**src/rtl/acc_core_pkg.sv**
```systemverilog
// acc_core_pkg
// Shared constants for the parametrised accumulator core.
//   - OP_* : 8-bit opcode values; the core zero-extends them to the data
//            width so an opcode word matches only when every upper bit is 0.
//   - ST_* : two-bit FSM state encoding used by acc_core_param.
// No ports (package).
package acc_core_pkg;

   localparam logic [7:0] OP_NOP  = 8'h00;
   localparam logic [7:0] OP_LDI  = 8'h01;
   localparam logic [7:0] OP_ADD  = 8'h02;
   localparam logic [7:0] OP_SUB  = 8'h03;
   localparam logic [7:0] OP_AND  = 8'h04;
   localparam logic [7:0] OP_OR   = 8'h05;
   localparam logic [7:0] OP_XOR  = 8'h06;
   localparam logic [7:0] OP_NOT  = 8'h07;
   localparam logic [7:0] OP_SHL  = 8'h08;
   localparam logic [7:0] OP_SHR  = 8'h09;
   localparam logic [7:0] OP_HALT = 8'h0A;
   localparam logic [7:0] OP_ADC  = 8'h0B;
   localparam logic [7:0] OP_LD   = 8'h0C;
   localparam logic [7:0] OP_ST   = 8'h0D;
   localparam logic [7:0] OP_JMP  = 8'h0E;
   localparam logic [7:0] OP_JZ   = 8'h0F;
   localparam logic [7:0] OP_JC   = 8'h10;

   localparam logic [1:0] ST_FETCH  = 2'd0;
   localparam logic [1:0] ST_DECODE = 2'd1;
   localparam logic [1:0] ST_EXEC   = 2'd2;
   localparam logic [1:0] ST_HALT   = 2'd3;

endpackage

```
**src/rtl/acc_core_alu.sv**
```systemverilog
// acc_core_alu
// Combinational datapath of the accumulator core.
// Ports:
//   op       in  DW  opcode word (compared over the full width)
//   ac       in  DW  current accumulator
//   operand  in  DW  second operand; for LD the top supplies the loaded word
//   c_in     in  1   current carry flag
//   result   out DW  new accumulator value
//   c_out    out 1   new carry value
//   we_acc   out 1   instruction writes the accumulator (and so Z)
//   upd_c    out 1   instruction writes the carry flag
module acc_core_alu
   import acc_core_pkg::*;
#(
   parameter int DW = 8
) (
   input  logic [DW-1:0] op,
   input  logic [DW-1:0] ac,
   input  logic [DW-1:0] operand,
   input  logic          c_in,
   output logic [DW-1:0] result,
   output logic          c_out,
   output logic          we_acc,
   output logic          upd_c
);

   logic [DW:0] sum;

   // Decode the opcode and compute the new accumulator and carry. LD is
   // handled like LDI because the top has already muxed the memory word
   // onto the operand input.
   always_comb begin
      result = ac;
      c_out  = c_in;
      we_acc = 1'b0;
      upd_c  = 1'b0;
      sum    = '0;
      case (op)
         DW'(OP_LDI), DW'(OP_LD): begin
            result = operand;
            we_acc = 1'b1;
         end
         DW'(OP_ADD): begin
            sum    = {1'b0, ac} + {1'b0, operand};
            result = sum[DW-1:0];
            c_out  = sum[DW];
            we_acc = 1'b1;
            upd_c  = 1'b1;
         end
         DW'(OP_ADC): begin
            sum    = {1'b0, ac} + {1'b0, operand} + {{DW{1'b0}}, c_in};
            result = sum[DW-1:0];
            c_out  = sum[DW];
            we_acc = 1'b1;
            upd_c  = 1'b1;
         end
         DW'(OP_SUB): begin
            result = ac - operand;
            c_out  = (ac < operand);
            we_acc = 1'b1;
            upd_c  = 1'b1;
         end
         DW'(OP_AND): begin
            result = ac & operand;
            we_acc = 1'b1;
         end
         DW'(OP_OR): begin
            result = ac | operand;
            we_acc = 1'b1;
         end
         DW'(OP_XOR): begin
            result = ac ^ operand;
            we_acc = 1'b1;
         end
         DW'(OP_NOT): begin
            result = ~ac;
            we_acc = 1'b1;
         end
         DW'(OP_SHL): begin
            result = {ac[DW-2:0], 1'b0};
            c_out  = ac[DW-1];
            we_acc = 1'b1;
            upd_c  = 1'b1;
         end
         DW'(OP_SHR): begin
            result = {1'b0, ac[DW-1:1]};
            c_out  = ac[0];
            we_acc = 1'b1;
            upd_c  = 1'b1;
         end
         default: begin
         end
      endcase
   end

endmodule

```
**src/rtl/acc_core_param.sv**
```systemverilog
// acc_core_param
// Parametrised two-word-instruction accumulator machine with a unified
// program/data memory, Z/C flags, run/restart control and optional
// conditional branching (enabled by defining ACC_CORE_BRANCH_EN; without it
// opcodes 0E/0F/10 are undefined and halt the core with illegal set).
// Parameters: DW data/instruction width (>= 8), AW address width.
// Ports:
//   clk        in   1   clock
//   rst_n      in   1   synchronous active-low reset (memory is kept)
//   prog_we    in   1   program-write strobe, holds the core
//   prog_addr  in   AW  program-write address
//   prog_data  in   DW  program-write data
//   run        in   1   execution enable
//   restart    in   1   pulse: PC, AC, flags cleared, back to FETCH
//   acc        out  DW  accumulator
//   pc         out  AW  program counter
//   flag_z     out  1   zero flag
//   flag_c     out  1   carry/borrow flag
//   halted     out  1   core sits in HALT
//   illegal    out  1   sticky, halted on an undefined opcode
module acc_core_param
   import acc_core_pkg::*;
#(
   parameter int DW = 8,
   parameter int AW = 5
) (
   input  logic          clk,
   input  logic          rst_n,
   input  logic          prog_we,
   input  logic [AW-1:0] prog_addr,
   input  logic [DW-1:0] prog_data,
   input  logic          run,
   input  logic          restart,
   output logic [DW-1:0] acc,
   output logic [AW-1:0] pc,
   output logic          flag_z,
   output logic          flag_c,
   output logic          halted,
   output logic          illegal
);

   localparam int DEPTH = 2 ** AW;

   logic [DW-1:0] mem [0:DEPTH-1];
   logic [1:0]    state;
   logic [DW-1:0] opcode_q;
   logic [DW-1:0] operand_q;
   logic [DW-1:0] alu_b;
   logic [DW-1:0] alu_result;
   logic          alu_c_out;
   logic          alu_we_acc;
   logic          alu_upd_c;
   logic          opcode_valid;
   logic          branch_taken;
   logic          st_fire;

   // LD reuses the ALU's load path; the memory word replaces the operand.
   // The read is combinational, so a word stored by the previous
   // instruction is already visible here.
   assign alu_b = (opcode_q == DW'(OP_LD)) ? mem[operand_q[AW-1:0]] : operand_q;

   acc_core_alu #(.DW(DW)) u_alu (
      .op      (opcode_q),
      .ac      (acc),
      .operand (alu_b),
      .c_in    (flag_c),
      .result  (alu_result),
      .c_out   (alu_c_out),
      .we_acc  (alu_we_acc),
      .upd_c   (alu_upd_c)
   );

   // Every defined opcode; anything else sends the core to HALT with
   // illegal set. Branch opcodes are defined only when branching is built in.
   always_comb begin
      opcode_valid = 1'b0;
      case (opcode_q)
         DW'(OP_NOP), DW'(OP_LDI), DW'(OP_ADD), DW'(OP_SUB),
         DW'(OP_AND), DW'(OP_OR),  DW'(OP_XOR), DW'(OP_NOT),
         DW'(OP_SHL), DW'(OP_SHR), DW'(OP_HALT), DW'(OP_ADC),
         DW'(OP_LD),  DW'(OP_ST):
            opcode_valid = 1'b1;
`ifdef ACC_CORE_BRANCH_EN
         DW'(OP_JMP), DW'(OP_JZ), DW'(OP_JC):
            opcode_valid = 1'b1;
`endif
         default:
            opcode_valid = 1'b0;
      endcase
   end

`ifdef ACC_CORE_BRANCH_EN
   // Branch condition uses the flags as they stand before this instruction.
   assign branch_taken = (opcode_q == DW'(OP_JMP)) ||
                         ((opcode_q == DW'(OP_JZ)) && flag_z) ||
                         ((opcode_q == DW'(OP_JC)) && flag_c);
`else
   assign branch_taken = 1'b0;
`endif

   // A store commits only on a genuine run-enabled EXECUTE edge; reset,
   // restart or a program write on that edge cancels it.
   assign st_fire = rst_n && !restart && !prog_we && run &&
                    (state == ST_EXEC) && (opcode_q == DW'(OP_ST));

   assign halted = (state == ST_HALT);

   // Memory has no reset so programs survive reset and restart. A program
   // write still happens alongside restart, but not while rst_n is low.
   always_ff @(posedge clk) begin
      if (rst_n) begin
         if (prog_we) begin
            mem[prog_addr] <= prog_data;
         end else if (st_fire) begin
            mem[operand_q[AW-1:0]] <= acc;
         end
      end
   end

   // Core FSM, PC, accumulator and flags. Priority is reset, restart,
   // program write (hold), then run. PC arithmetic wraps at AW bits.
   always_ff @(posedge clk) begin
      if (!rst_n) begin
         state     <= ST_FETCH;
         pc        <= '0;
         acc       <= '0;
         flag_z    <= 1'b0;
         flag_c    <= 1'b0;
         illegal   <= 1'b0;
         opcode_q  <= '0;
         operand_q <= '0;
      end else if (restart) begin
         state   <= ST_FETCH;
         pc      <= '0;
         acc     <= '0;
         flag_z  <= 1'b0;
         flag_c  <= 1'b0;
         illegal <= 1'b0;
      end else if (!prog_we && run) begin
         case (state)
            ST_FETCH: begin
               opcode_q <= mem[pc];
               pc       <= pc + AW'(1);
               state    <= ST_DECODE;
            end
            ST_DECODE: begin
               operand_q <= mem[pc];
               pc        <= pc + AW'(1);
               state     <= ST_EXEC;
            end
            ST_EXEC: begin
               if (!opcode_valid) begin
                  state   <= ST_HALT;
                  illegal <= 1'b1;
               end else if (opcode_q == DW'(OP_HALT)) begin
                  state <= ST_HALT;
               end else begin
                  state <= ST_FETCH;
                  if (alu_we_acc) begin
                     acc    <= alu_result;
                     flag_z <= (alu_result == '0);
                  end
                  if (alu_upd_c) begin
                     flag_c <= alu_c_out;
                  end
`ifdef ACC_CORE_BRANCH_EN
                  if (branch_taken) begin
                     pc <= operand_q[AW-1:0];
                  end
`endif
               end
            end
            default: begin
            end
         endcase
      end
   end

endmodule

```
**config.mk**
```make
export PLATFORM = sky130hd
export DESIGN_NAME = acc_core_param
export DESIGN_NICKNAME = d
export VERILOG_FILES = /design/src/rtl/acc_core_pkg.sv /design/src/rtl/acc_core_alu.sv /design/src/rtl/acc_core_param.sv
export SDC_FILE = /design/constraint.sdc
export NUM_CORES = 1
export LEC_CHECK = 0
export CAP_MARGIN = 40
export CORE_MARGIN = 4
export CORE_UTILIZATION = 55
export DETAILED_ROUTE_END_ITERATION = 7
export PLACE_DENSITY = 0.69
export SETUP_SLACK_MARGIN = 0.1
export SLEW_MARGIN = 25
export SYNTH_ARGS = -nofsm -noshare
export SYNTH_HDL_FRONTEND = slang
export SYNTH_HIERARCHICAL = 1
export SYNTH_SLANG_ARGS = --single-unit
export TNS_END_PERCENT = 20
```
**constraint.sdc**
```tcl
create_clock -name clk -period 11.29 [get_ports clk]
set_input_delay 1.6935 -clock clk [delete_from_list [all_inputs] [get_ports clk]]
set_output_delay 1.6935 -clock clk [all_outputs]
set_load 0.02 [all_outputs]
```
# After elaboration in Yosys (flattened, before gate mapping)
# Memory sizes are Yosys's and may differ from the RTL's. A register that Yosys moved wholly into a read port is not among the register bits.
# Cells that the tools add are included.
# op_classes
addsub,4
mul,0
div,0
n_lt_le_gt_ge,1
n_eq_ne,16
shifts,0
mux,25
n_bitwise,8
reduce_logical,26
# op_table
op,count
case mux 8 bit (10 select lines),1
equality test 8 x 4 -> 1 bit (second input constant),6
equality test 8 x 3 -> 1 bit (second input constant),4
two-way mux 5 bit,5
equality test 8 x 2 -> 1 bit (second input constant),2
two-way mux 8 bit,2
two-way mux 1 bit,11
OR reduction 11 bit,1
adder 8 x 8 -> 9 bit,1
adder 9 x 1 -> 9 bit,1
AND reduction 3 bit,3
bitwise AND 8 bit,1
equality test 8 x 1 -> 1 bit (second input constant),1
logical NOT 8 bit,1
less-than comparator 8 bit,1
two-way mux 4 bit,2
inverter 8 bit,1
OR 8 bit,1
OR reduction 8 bit,1
subtractor 8 bit,1
XOR 8 bit,1
logical AND 1 bit,6
case mux 2 bit (3 select lines),1
AND reduction 6 bit,1
15 further kinds,24
# totals
reg_bits,34
latchBits,0
mem_bits_rw,256
rom_bits,16
inputBits,18
wordCells,90
n_memories,2
# mem_list
name,words,width,read_ports,rd_ports_with_merged_regs,wr,line,source
mem,32,8,2,2,1,acc_core_param.sv:44,logic [DW-1:0] mem [0:DEPTH-1];
(no name shown),16,1,1,1,0,acc_core_param.sv:77,case (opcode_q)

# Depth between registers and ports, before layout
# Gate-level depths: netlist of the first run.
# logic_depth
ltp_word,12
mapped_depth,19
ltp_nobuf,17

# By module
# The synthesis of the first run kept the hierarchy.
# modules_own_cells
mod,instances,cells_each,area_per_inst_um2,seq_area_each_um2
acc_core_param,1,767,13820.8,8588.2
acc_core_alu,1,278,1949.4,0.0

# Worst setup path after synthesis of the first run
# No wires, ideal clock.
# synth_path
path_type,register -> register
from,reg (tool-made name)
to,reg flag_z
setup_ps,70
arrival_time_ps,4423
required_ps,11220
setup_slack_ps,6796
path_stages_with_launch,18
path_buffers,2
period_less_slack_ps,4494
cell_sequence,dfxtp_1 buf_2 buf_2 mux4_2 mux4_2 mux2i_1 o21ai_1 ha_1 fa_1 a21o_1 a221oi_1 xnor2_1 nor2_1 and4_1 o32a_1 nor4_1 nand4_1 a21oi_1
# synth_rtl
item,line,source
end signal: assignment,acc_core_param.sv:161,flag_z <= (alu_result == '0);
end: declaration,acc_core_param.sv:36,"output logic flag_z,"

==> flow_metrics.env, run 1 <==
export IMPL_share_clk_of_total_power=0.442
export IMPL_cell_area_after_synthesis_mm2=0.0158
export IMPL_postCtsSetupBuffers=0
export IMPL_register_area_mm2=0.00860
export IMPL_fin_nets=1149
export IMPL_fmax_mhz=177
export IMPL_ys_types=74
export IMPL_worst_slew_margin_rel=0.349
export IMPL_grt_overflow=0
export IMPL_layout_commonest_cell="sky130_fd_sc_hd__edfxtp_1"
export IMPL_routedWlPerCell_um=28.5
export IMPL_gp_congestion=0.931
export IMPL_std_cell_rows=61
export IMPL_final_setup_tns_ns=0
export IMPL_layout_cells_most_common_list="256 x sky130_fd_sc_hd__edfxtp_1, 150 x sky130_fd_sc_hd__mux4_2, 94 x sky130_fd_sc_hd__nor2_1"
export IMPL_final_wirelength_mm=42.6
export IMPL_grt_start_max_net_pins=43
export IMPL_tritoncts="done"
export IMPL_post_route_min_period_ns=5.65
export IMPL_cp_start_kind="flip-flop"
export IMPL_design_internal_power_w=0.00186
export IMPL_multi_input_comb_area_mm2=0.00674
export IMPL_post_cts_hold_buffer_count=0
export IMPL_net_sw_frac=0.225
export IMPL_worstPathMaxFanout=32
export IMPL_maxCapViolations=0
export IMPL_antenna_cells_inserted=0
export IMPL_cts_bufs_inserted=34
export IMPL_finalHoldWorstSlack_ns=0.450
export IMPL_violations="DRC"
export IMPL_hold_path_class="reg -> reg"
export IMPL_final_period_utilization=0.500
export IMPL_path_clk_slew_ns=0.06
export IMPL_clock_latency_ns=0.52
export IMPL_synth_seq_area_share=0.545
export IMPL_seq_power_share=0.507
export IMPL_die_h_um=177
export IMPL_ys_warnings_count=6
export IMPL_asyncSetResetFlopFracSynth=0
export IMPL_detailedPlace_worstSlack_ns=5.75
export IMPL_timing_hold_violations_final=0
export IMPL_cts_root_buf="sky130_fd_sc_hd__clkbuf_16"
export IMPL_ys_flop_type="sky130_fd_sc_hd__edfxtp_1"
export IMPL_dp_hpwl_mm=29.5
export IMPL_max_clock_path_buffers=3
export IMPL_filler_cell_count=2027
export IMPL_antenna_found_initial=0
export IMPL_fp_dieArea_mm2=0.0314
export IMPL_synthesis_nets=1096
export IMPL_initial_utilization=0.563
export IMPL_rsz0062_at_grt="false"
export IMPL_avgViaCountPerCell=6.86
export IMPL_worst_clock_skew_ns=0.0146
export IMPL_post_cts_resized_instances=0
export IMPL_place_inst=1436
export IMPL_p_r_area_growth_vs_syn_pct=12.8
export IMPL_setup_worst_path_end_class="flip-flop"
export IMPL_flip_flop_and_latch_count_after_synthesis=301
export IMPL_type_of_the_setup_path_with_the_least_slack="reg -> reg"
export IMPL_layout_drive_gt1_share=0.249
export IMPL_static_leakage_power_nw=5.60
export IMPL_design_core_area_mm2=0.0280
export IMPL_num_vias=10288
export IMPL_utilization=0.635
export IMPL_syn_instance_count=1045
export IMPL_detail_route_antenna_nets=0
export IMPL_worst_pin_slew_ns=0.976
export IMPL_cts_sinks=301
export IMPL_io_pins=35
export IMPL_worst_ep_arrival_time_ns=6.07
export IMPL_cts_htree_levels=2
export IMPL_share_of_total_power_in_combinational_logic=0.051
export IMPL_die_width_um=177
export IMPL_grt_first_pass_wirelength_mm=63.9
export IMPL_power_density_cell_area_mw_per_mm2=135
export IMPL_first_pass_iters=8
export IMPL_maxSlewViolCount=0
export IMPL_run_status="finished with violations"
export IMPL_max_vdd_ir_drop_mv=0.106
export IMPL_route_detailed_drc=1
export IMPL_overall_routing_resource_usage=0.275
export IMPL_synth_edff_count=256
export IMPL_timing_final_ws_setup_ns=5.64
export IMPL_final_instance_count_excl_fill=1499
export IMPL_io_buffer_count=34
export IMPL_setup_viol=0
export IMPL_cp_data_required_time_ns=11.72
export IMPL_detail_route_iter0_violations=1395
export IMPL_first_global_vias=9993
export IMPL_netSwitchingPower_w=0.000540
export IMPL_syn_mean_instance_area_um2=15.1
[cell usage after synthesis (4+ instances only)]
cell | instances | area (um^2)
sky130_fd_sc_hd__dfxtp_1 | 45 | 901
sky130_fd_sc_hd__nor2b_1 | 7 | 43.8
sky130_fd_sc_hd__a31oi_1 | 4 | 25.0
sky130_fd_sc_hd__mux4_2 | 150 | 3380
sky130_fd_sc_hd__nand2_1 | 50 | 188
sky130_fd_sc_hd__o221ai_1 | 4 | 35.0
sky130_fd_sc_hd__nand3b_1 | 4 | 30.0
sky130_fd_sc_hd__o21ai_0 | 29 | 145
sky130_fd_sc_hd__inv_1 | 36 | 135
sky130_fd_sc_hd__buf_2 | 21 | 105
sky130_fd_sc_hd__a32oi_1 | 4 | 35.0
sky130_fd_sc_hd__o21ai_1 | 9 | 45.0
sky130_fd_sc_hd__nor3b_1 | 4 | 30.0
sky130_fd_sc_hd__nor2_1 | 95 | 357
sky130_fd_sc_hd__and2_1 | 8 | 50.1
sky130_fd_sc_hd__nor4_1 | 4 | 25.0
sky130_fd_sc_hd__nand3_1 | 11 | 55.1
sky130_fd_sc_hd__xor2_1 | 7 | 61.3
sky130_fd_sc_hd__buf_1 | 6 | 22.5
sky130_fd_sc_hd__a221oi_1 | 8 | 70.1
sky130_fd_sc_hd__buf_4 | 6 | 45.0
sky130_fd_sc_hd__mux2i_1 | 44 | 440
sky130_fd_sc_hd__a21oi_1 | 30 | 150
sky130_fd_sc_hd__clkbuf_1 | 27 | 101
sky130_fd_sc_hd__xnor2_1 | 7 | 61.3
sky130_fd_sc_hd__a22oi_1 | 19 | 143
sky130_fd_sc_hd__nand2b_1 | 11 | 68.8
sky130_fd_sc_hd__mux2_2 | 18 | 203
sky130_fd_sc_hd__o22ai_1 | 5 | 31.3
sky130_fd_sc_hd__ha_1 | 31 | 388
sky130_fd_sc_hd__and3_1 | 6 | 37.5
sky130_fd_sc_hd__edfxtp_1 | 256 | 7690
sky130_fd_sc_hd__nand4_1 | 4 | 25.0
sky130_fd_sc_hd__nor3_1 | 11 | 55.1
[layer usage]
layer / GRT usage / vias up / share of wire
met3: 0.0590 / 73 / 0.11
li1: - / 4322 / -
met5: 0 / - / 0
met1: 0.403 / 5286 / 0.40
met2: 0.432 / 607 / 0.47
met4: 0.0657 / 0 / 0.022
[metrics by stage]
stage | total power (W) | area [um^2]
2_1_floorplan | 0.00132 | 15800
3_3_place_gp | 0.00136 | 16400
3_5_place_dp | 0.00136 | 16700
4_1_cts | 0.00241 | 17800
5_1_grt | 0.00247 | 17800
6_report | 0.00240 | 17800
[kinds of logic (layout without fill, tap and decap cells)]
family	after synthesis	in the layout	share of synthesized area
xor+xnor	14	14	0.00778
buf+inv	100	176	0.0281
mux	212	212	0.255
flops	301	301	0.545
fa+ha+maj	33	33	0.0271
simple gates	234	234	0.0730
compound gates	151	151	0.0644
[power by group through the flow]
stage	Clock [W]	Sequential, W	Combinational (W)
global route	0.00112	0.00122	0.000131
finish	0.00106	0.00122	0.000122
global placement	0	0.00125	0.000114
floorplan	0	0.00124	0.0000784
CTS	0.00107	0.00122	0.000121
detailed placement	0	0.00124	0.000120
[cell type report]
| cell class | instances | share of cell area |
|---|---|---|
| Clock buffer | 42 | 0.0513 |
| Inverter | 37 | 0.00781 |
| Tap cell | 378 | 0.0266 |
| Clock inverter | 17 | 0.00823 |
| Sequential cell | 301 | 0.484 |
| Timing Repair Buffer | 80 | 0.0436 |
| Multi-Input combinational cell | 644 | 0.379 |
[critical path, stage by stage, from the launching register on]
cell and delay [ns]:
sky130_fd_sc_hd__dfxtp_4 0.53, sky130_fd_sc_hd__buf_4 0.45, sky130_fd_sc_hd__buf_16 0.32, sky130_fd_sc_hd__mux4_2 0.54, sky130_fd_sc_hd__mux4_2 0.49, sky130_fd_sc_hd__mux2i_1 0.36, sky130_fd_sc_hd__o21ai_1 0.24, sky130_fd_sc_hd__inv_1 0.19
sky130_fd_sc_hd__ha_1 0.28, sky130_fd_sc_hd__a211o_1 0.38, sky130_fd_sc_hd__nand3_1 0.12, sky130_fd_sc_hd__mux2_2 0.33, sky130_fd_sc_hd__nor2_1 0.31, sky130_fd_sc_hd__o221ai_1 0.22, sky130_fd_sc_hd__o32a_1 0.34, sky130_fd_sc_hd__nor4_1 0.17
sky130_fd_sc_hd__nand4_1 0.12, sky130_fd_sc_hd__a21oi_1 0.15
[worst paths after layout]
kind	from	end	slack (ns)	cells after the start
setup reg to reg	flip-flop	flag_z	5.64	17
hold reg to reg	illegal	illegal	0.45	2
setup / recovery	flip-flop	flag_z	5.64	17
hold / removal	illegal	illegal	0.45	2
[flip-flops by register name (all words and copies together), names as in the netlist, named ones only]
register   cells
pc             5
state          2
operand_q      8
illegal        1
opcode_q       8
flag_c         1
flag_z         1
acc            8
mem          256
No activity file was read; power rests on OpenSTA's default activity.
==> inputs of run 2 (changes only) <==
==> constraint.sdc (replaced) <==
create_clock -name clk -period 5.6 [get_ports clk]
set_input_delay 0.84 -clock clk [delete_from_list [all_inputs] [get_ports clk]]
set_output_delay 0.84 -clock clk [all_outputs]
set_load 0.02 [all_outputs]
==> flow_metrics.env, run 2 (same netlist as run 1, synthesis figures left out) <==
export IMPL_grt_first_pass_wirelength_mm=64.2
export IMPL_netSwitchingPower_w=0.00107
export IMPL_cp_data_required_time_ns=6.03
export IMPL_post_route_min_period_ns=5.05
export IMPL_detail_route_antenna_nets=0
export IMPL_largest_reg_flops=256
export IMPL_num_vias=10282
export IMPL_first_global_vias=9876
export IMPL_cts_sinks=301
export IMPL_worst_slew_margin_rel=0.310
export IMPL_share_of_total_power_in_combinational_logic=0.050
export IMPL_setup_viol=0
export IMPL_routedWlPerCell_um=28.8
export IMPL_die_h_um=177
export IMPL_net_sw_frac=0.217
export IMPL_timing_hold_violations_final=0
export IMPL_worst_clock_skew_ns=0.0191
export IMPL_hold_path_class="reg -> reg"
export IMPL_detail_route_iter0_violations=1213
export IMPL_cts_bufs_inserted=34
export IMPL_maxCapViolations=0
export IMPL_post_cts_hold_buffer_count=0
export IMPL_max_clock_path_buffers=3
export IMPL_seq_power_share=0.497
export IMPL_die_width_um=177
export IMPL_antenna_found_initial=1
export IMPL_dp_hpwl_mm=29.7
export IMPL_route_detailed_drc=0
export IMPL_layout_drive_gt1_share=0.256
export IMPL_finalPower_w=0.00495
export IMPL_final_period_utilization=0.901
export IMPL_std_cell_rows=61
export IMPL_layout_commonest_cell="sky130_fd_sc_hd__edfxtp_1"
export IMPL_first_pass_iters=7
export IMPL_setup_worst_path_end_class="flip-flop"
export IMPL_design_internal_power_w=0.00388
export IMPL_p_r_area_growth_vs_syn_pct=13.6
export IMPL_grt_start_max_net_pins=43
export IMPL_rsz0062_at_grt="false"
export IMPL_timing_final_ws_setup_ns=0.553
export IMPL_detailedPlace_worstSlack_ns=0.497
export IMPL_regMostFlops="mem"
export IMPL_max_vdd_ir_drop_mv=0.213
export IMPL_io_buffer_count=34
export IMPL_grt_overflow=0
export IMPL_cp_start_kind="flip-flop"
export IMPL_static_leakage_power_nw=5.69
export IMPL_path_clk_slew_ns=0.06
export IMPL_io_pins=35
export IMPL_layout_cells_most_common_list="256 x sky130_fd_sc_hd__edfxtp_1, 150 x sky130_fd_sc_hd__mux4_2, 95 x sky130_fd_sc_hd__nor2_1"
export IMPL_final_non_filler_cell_area_mm2=0.0179
export IMPL_design_core_area_mm2=0.0280
export IMPL_fmax_mhz=198
export IMPL_postCtsSetupBuffers=0
export IMPL_initial_utilization=0.563
export IMPL_avgViaCountPerCell=6.79
export IMPL_fp_dieArea_mm2=0.0314
export IMPL_final_wirelength_mm=43.6
export IMPL_cts_htree_levels=2
export IMPL_worst_pin_slew_ns=1.03
export IMPL_overall_routing_resource_usage=0.279
export IMPL_finalHoldWorstSlack_ns=0.443
export IMPL_share_clk_of_total_power=0.453
export IMPL_worst_ep_arrival_time_ns=5.48
export IMPL_maxSlewViolCount=0
export IMPL_place_area_mm2=0.0167
export IMPL_cts_root_buf="sky130_fd_sc_hd__clkbuf_16"
export IMPL_run_status="finished clean"
export IMPL_final_setup_tns_ns=0
export IMPL_antenna_cells_inserted=0
export IMPL_worstPathMaxFanout=13
export IMPL_fin_nets=1165
export IMPL_tritoncts="done"
export IMPL_gp_congestion=0.949
export IMPL_post_cts_resized_instances=0
export IMPL_power_density_cell_area_mw_per_mm2=276
export IMPL_type_of_the_setup_path_with_the_least_slack="reg -> reg"
export IMPL_clock_latency_ns=0.53
run 2: stage by stage:
step / std cells / util
3_5_place_dp: 1450 / 0.598
2_1_floorplan: 1045 / -
5_1_grt: 1514 / 0.639
6_report: 1514 / 0.639
3_3_place_gp: 1436 / 0.593
4_1_cts: 1508 / 0.637
run 2: worst paths after layout:
path         startpoint      end  slack (ns)  depth (start not counted)
max reg2reg   flip-flop   flag_z        0.55                         17
min reg2reg     illegal  illegal        0.44                          2
min             illegal  illegal        0.44                          2
max           flip-flop   flag_z        0.55                         17
run 2: layer usage:
layer  routed length [um]  up-vias  GRT usage
met5                    0        -          0
met4                 1730        0     0.0996
met3                 4600      107     0.0609
met2                19800      613      0.420
met1                17500     5199      0.408
li1                     -     4363          -
run 2: final cells by class:
type | instances | area, um^2
Tap cell | 378 | 473
Multi-Input combinational cell | 644 | 6740
Timing Repair Buffer | 96 | 850
Inverter | 37 | 139
Sequential cell | 301 | 8600
Clock buffer | 42 | 902
Fill cell | 2048 | 10100
Clock inverter | 16 | 204
run 2: critical path: stages, from the launching register on:
cell and delay, ns:
sky130_fd_sc_hd__dfxtp_2 0.62, sky130_fd_sc_hd__buf_4 0.24, sky130_fd_sc_hd__buf_4 0.19, sky130_fd_sc_hd__mux4_2 0.39, sky130_fd_sc_hd__mux4_2 0.49, sky130_fd_sc_hd__mux2i_1 0.30
sky130_fd_sc_hd__o21ai_1 0.19, sky130_fd_sc_hd__inv_1 0.12, sky130_fd_sc_hd__ha_1 0.35, sky130_fd_sc_hd__a21o_1 0.23, sky130_fd_sc_hd__a221oi_1 0.43, sky130_fd_sc_hd__xnor2_1 0.28
sky130_fd_sc_hd__nor2_1 0.11, sky130_fd_sc_hd__and4_1 0.21, sky130_fd_sc_hd__o32a_1 0.35, sky130_fd_sc_hd__nor4_1 0.16, sky130_fd_sc_hd__nand4_1 0.12, sky130_fd_sc_hd__a21oi_1 0.15
run 2: power by group through the flow:
stage                     Sequential [W]  Clock, W  Combinational (W)
after floorplan                  0.00250         0           0.000158
after global placement           0.00251         0           0.000242
after detailed placement         0.00251         0           0.000242
after CTS                        0.00246   0.00226           0.000243
after global routing             0.00246   0.00236           0.000262
final                            0.00246   0.00224           0.000248
